**config.mk**
```make
export PLATFORM = sky130hd
export DESIGN_NAME = gfsk_bitstream_shaper
export DESIGN_NICKNAME = d
export VERILOG_FILES = /design/src/rtl/gfsk_bitstream_shaper.sv
export SDC_FILE = /design/constraint.sdc
export NUM_CORES = 1
export LEC_CHECK = 0
export CAP_MARGIN = 20
export CORE_ASPECT_RATIO = 0.8
export CORE_MARGIN = 5
export CORE_UTILIZATION = 35
export DETAILED_ROUTE_END_ITERATION = 6
export MAX_ROUTING_LAYER = met4
export PLACE_DENSITY_LB_ADDON = 0.15
export SLEW_MARGIN = 15
export SYNTH_ARGS = -nofsm -noshare
export SYNTH_HDL_FRONTEND = slang
export SYNTH_SLANG_ARGS = --single-unit
```
**constraint.sdc**
```tcl
create_clock -name clock -period 2.85 [get_ports clock]
set_clock_uncertainty 0.2 [all_clocks]
set_input_delay 0.7125 -clock clock [delete_from_list [all_inputs] [get_ports clock]]
set_output_delay 0.7125 -clock clock [all_outputs]
set_load 0.02 [all_outputs]
```
**src/rtl/gfsk_bitstream_shaper.sv**
```systemverilog
`default_nettype none
// ============================================================================
// gfsk_bitstream_shaper : byte stream -> NRZ samples -> 7-tap moving-sum code
// Rev 1.0 - initial release
// ============================================================================
module gfsk_bitstream_shaper #(
   parameter int SAMPLES_PER_SYMBOL = 10
) (
   input  logic       clock,
   input  logic       resetn,
   input  logic [7:0] in_data,
   input  logic       in_valid,
   input  logic       in_last,
   output logic       in_ready,
   output logic [2:0] io_gfskout,
   output logic       busy,
   output logic       underrun
);
   localparam int CNT_W = $clog2(SAMPLES_PER_SYMBOL);
   localparam logic [CNT_W-1:0] LAST_SAMPLE = CNT_W'(SAMPLES_PER_SYMBOL - 1);

   typedef enum logic [1:0] {
      IDLE  = 2'd0,
      SEND  = 2'd1,
      DRAIN = 2'd2
   } state_t;

   state_t           state;
   logic [7:0]       hold_data;
   logic             hold_last;
   logic             hold_valid;
   logic [7:0]       shifter;
   logic             cur_last;
   logic [2:0]       bit_cnt;
   logic [CNT_W-1:0] sample_cnt;
   logic [6:0]       window;

   logic             cur_bit;
   logic             accept;
   logic             byte_done;
   logic             pull;
   logic [6:0]       window_next;
   logic [2:0]       pop;

   assign in_ready    = !hold_valid;
   assign accept      = in_valid && in_ready;
   assign cur_bit     = (state == SEND) && shifter[0];
   assign byte_done   = (state == SEND) && (bit_cnt == 3'd7) && (sample_cnt == LAST_SAMPLE);
   assign pull        = hold_valid && ((state == IDLE) || byte_done);
   assign window_next = {window[5:0], cur_bit};
   assign busy        = (state != IDLE) || (window != 7'd0);

   always_comb begin
      pop = 3'd0;
      for (int i = 0; i < 7; i++) begin
         pop = pop + {2'b00, window_next[i]};
      end
   end

   // Accept and pull are mutually exclusive: a pull needs hold full, accept needs it empty.
   always_ff @(posedge clock or negedge resetn) begin
      if (!resetn) begin
         hold_valid <= 1'b0;
         hold_data  <= 8'd0;
         hold_last  <= 1'b0;
      end else if (accept) begin
         hold_valid <= 1'b1;
         hold_data  <= in_data;
         hold_last  <= in_last;
      end else if (pull) begin
         hold_valid <= 1'b0;
      end
   end

   always_ff @(posedge clock or negedge resetn) begin
      if (!resetn) begin
         state      <= IDLE;
         shifter    <= 8'd0;
         cur_last   <= 1'b0;
         bit_cnt    <= 3'd0;
         sample_cnt <= '0;
         window     <= 7'd0;
         io_gfskout <= 3'd0;
         underrun   <= 1'b0;
      end else begin
         window     <= window_next;
         io_gfskout <= pop;
         underrun   <= 1'b0;
         case (state)
            IDLE: begin
               if (hold_valid) begin
                  shifter    <= hold_data;
                  cur_last   <= hold_last;
                  bit_cnt    <= 3'd0;
                  sample_cnt <= '0;
                  state      <= SEND;
               end
            end
            SEND: begin
               if (sample_cnt != LAST_SAMPLE) begin
                  sample_cnt <= sample_cnt + 1'b1;
               end else begin
                  sample_cnt <= '0;
                  if (bit_cnt != 3'd7) begin
                     shifter <= {1'b0, shifter[7:1]};
                     bit_cnt <= bit_cnt + 3'd1;
                  end else if (hold_valid) begin
                     shifter  <= hold_data;
                     cur_last <= hold_last;
                     bit_cnt  <= 3'd0;
                  end else begin
                     underrun <= !cur_last;
                     state    <= DRAIN;
                  end
               end
            end
            DRAIN: begin
               // Leave on the edge that empties the window so busy drops with it.
               if (window[5:0] == 6'd0) begin
                  state <= IDLE;
               end
            end
            default: state <= IDLE;
         endcase
      end
   end
endmodule
`default_nettype wire

```
==> metrics.yaml <==
power_density_nw_per_um2: 907
rrSetupSlack_ns: 0.28
pwr-share-comb_pct: 32.2
tns_ns: 0
synth_most_common_cell: "dfrtp_1"
grt_pass1_vias: 1224
synth_top_area_share_pct: 53.4
drive_gt1_share_pct: 17.5
fin_crit_sh_pct: 90.1
grt_setup_unrepaired: "false"
grt_max_degree: 40
fmax_ghz: 0.389
slowest_stage: "fa_1"
ys.warnings.count: 0
coreArea_um2: 5040
cts-htree-levels: 2
p_leak_nw: 0.988
ios: 18
syn_nets: 167
synth_area_leaders: "dfrtp_1 53%, mux2_2 6.2%, fa_1 4.4%"
grt.overflow.total: 0
cts_tree: "built"
cpPeakStageDelay_ns: 0.49
ys_seq_elements: 39
timing.slew.headroom_pct: 42.7
max-vdd-ir-drop_v: 0.000476
dr_wl_met3_um: 58
drcViolationCount: 0
min_period_ns: 2.57
startpoint_type: "register"
max_slew.worst_pin.slew_ns: 0.859
drv_slew: 0
cts_buffers: 5
synth_seq_area_share_pct: 53.4
swShare_pct: 32.0
routed.top_layer: "met4"
synth_edf_count: 0
crit_chain: "inv_1 -> fa_1 -> fa_1 -> inv_1 -> fa_1 -> fa_1"
dpl.hpwl_mm: 2.47
final_area_um2: 2200
post_cts_buffers: 0
layout.cells.non_filler: 233
place.gp.congestion: 0.784
grt_pass1_wl_mm: 6.06
syn_avg_cell_area_um2: 12.5
grt_antenna_before_repair: 0
die_x_um: 90.8
syn_inst: 146
power.internal_mw: 1.36
worstHoldPathCells: 0
start_util_pct: 36.3
worstSetupEndpointType: "register"
crit_top_cell: "fa_1"
antennaDiodeCount: 0
hold-path-endpoint: "window[1]$_DFF_PN0_"
synth_common_cells: "39 x dfrtp_1, 14 x inv_1, 11 x nand2b_1"
fillers: 461
syn2layout_area_growth_pct: 20.3
path_clk_slew_ns: 0.09
synth_top_area_cell: "dfrtp_1"
async_flop_share_pct: 100
io_buffers: 17
cts_sinks: 39
cts_buffer_depth: 2
clock-root-buffer: "clkbuf_8"
reg2reg_depth: 6
outcome: "complete, no violations"
worstReg2RegEnd: "io_gfskout[1]$_DFF_PN0_"
fp-row-count: 23
min_from: "window[0]$_DFF_PN0_"
clock_power_share_pct: 23.1
hold_class: "reg -> reg"
nNetsFinal: 191
netSwitchingPower_mw: 0.638
wire_per_inst_um: 14.4
rr_startpoint: "window[1]$_DFF_PN0_"
wl_met1_mm: 1.75
cap_violations: 0
crit_type: "reg -> reg"
netlist_area_um2: 1830
route.met2.wl_mm: 1.53
grtUsageTotal_pct: 11.6
yosysUniqueCellTypes: 36
drt_pass1_iterations: 4
die_area_um2: 6780
arrival_ns: 2.54
path_max_fanout: 2
dp_cells: 225
clk_latency_ns: 0.29
drt_iter0_drc: 70
vias: 1152
required_ns: 2.82
die_h_um: 74.7
setup_violations: 0
routed_wl_mm: 3.37
viasPerCell: 4.94
seq_power_share_pct: 44.7
ant_nets: 0
place_area_um2: 2080
finalHoldViolations: 0
synth_top_flop_cell: "dfrtp_1"
[registers in the layout, summed over array words and instances (netlist names)]
| register | count |
|---|---|
| hold_data | 8 |
| shifter | 8 |
| window | 7 |
| sample_cnt | 4 |
| bit_cnt | 3 |
| io_gfskout | 3 |
| state | 2 |
| cur_last | 1 |
| hold_last | 1 |
| hold_valid | 1 |
| underrun | 1 |
[worst max-delay path: cells and delay by family (launching register included)]
| kind | cells | cell delay [ns] |
|---|---|---|
| DFF | 1 | 0.39 |
| adders and majority gates | 4 | 1.73 |
| buffers and inverters | 2 | 0.15 |
[area by class of cell]
type	count	area, um2	share of cell area (%)
flip-flops and latches	39	976	44.3
clock buffers	5	68.8	3.13
repair buffers	22	205	9.32
inverters	14	52.6	2.39
clock inverters	3	43.8	1.99
multi-input cells	88	777	35.3
well taps	62	77.6	3.52
[worst max path at each step]
stage	start	endpoint	slack [ns]	cells after the start
6_report	window[1]$_DFF_PN0_	io_gfskout[1]$_DFF_PN0_	0.28	6
5_1_grt	window[1]$_DFF_PN0_	io_gfskout[1]$_DFF_PN0_	0.20	6
4_1_cts	window[0]$_DFF_PN0_	busy	0.05	6
3_5_place_dp	window[0]$_DFF_PN0_	busy	0.27	6
3_3_place_gp	window[0]$_DFF_PN0_	busy	0.31	6
2_1_floorplan	state[0]$_DFFE_PN0P_	io_gfskout[1]$_DFF_PN0_	0.18	7
[cell usage in the layout, fill, tap and decap left out, drive strengths merged, types with 3 or more instances in the layout]
| master | count |
|---|---|
| dfrtp | 39 |
| clkdlybuf4s50 | 15 |
| inv | 14 |
| nand2b | 11 |
| mux2 | 10 |
| mux2i | 7 |
| a2bb2oi | 6 |
| buf | 6 |
| nand2 | 5 |
| nor2 | 5 |
| ha | 5 |
| clkbuf | 5 |
| fa | 4 |
| a22oi | 3 |
| a21oi | 3 |
[logic make-up after synthesis]
logic type / share of synthesized area [%]
AOI/OAI and AO/OA: 12.7
adders and majority gates: 7.80
buffers and inverters: 4.51
DFF: 53.4
muxes: 9.99
and+or+nand+nor: 11.7
[per-layer routing]
metal | global-route usage (%) | vias to the layer above
met5 | - | -
met4 | 3.42 | 0
met3 | 3.30 | 2
met2 | 17.4 | 11
met1 | 15.5 | 577
li1 | - | 562
[power by group through the flow]
stage / combinational (mW) / clock [mW] / sequential [mW]
finish: 0.642 / 0.461 / 0.893
global route: 0.739 / 0.498 / 0.926
CTS: 0.659 / 0.476 / 0.895
detailed placement: 0.657 / 0 / 0.902
global placement: 0.630 / 0 / 0.892
floorplan: 0.453 / 0 / 0.895
[timing repair]
item | in CTS | in global routing
endpoints found under the hold margin | 0 | 0
hold buffers | 0 | 0
pin swaps | 0 | 0
resized for setup | 1 | 1
endpoints found under the setup margin | 1 | 1
[stage by stage]
| step | setup slack (ns) | utilization, % | hold slack (ns) | total power [mW] |
|---|---|---|---|---|
| after floorplan | 0.184 | - | 0.154 | 1.35 |
| after global placement | 0.313 | 41.3 | 0.156 | 1.52 |
| after detailed placement | 0.268 | 41.3 | 0.168 | 1.56 |
| after CTS | 0.0498 | 43.7 | 0.188 | 2.03 |
| after global routing | 0.199 | 43.7 | 0.191 | 2.16 |
| final | 0.282 | 43.7 | 0.183 | 2.00 |
(Power assumes the default switching activity.)
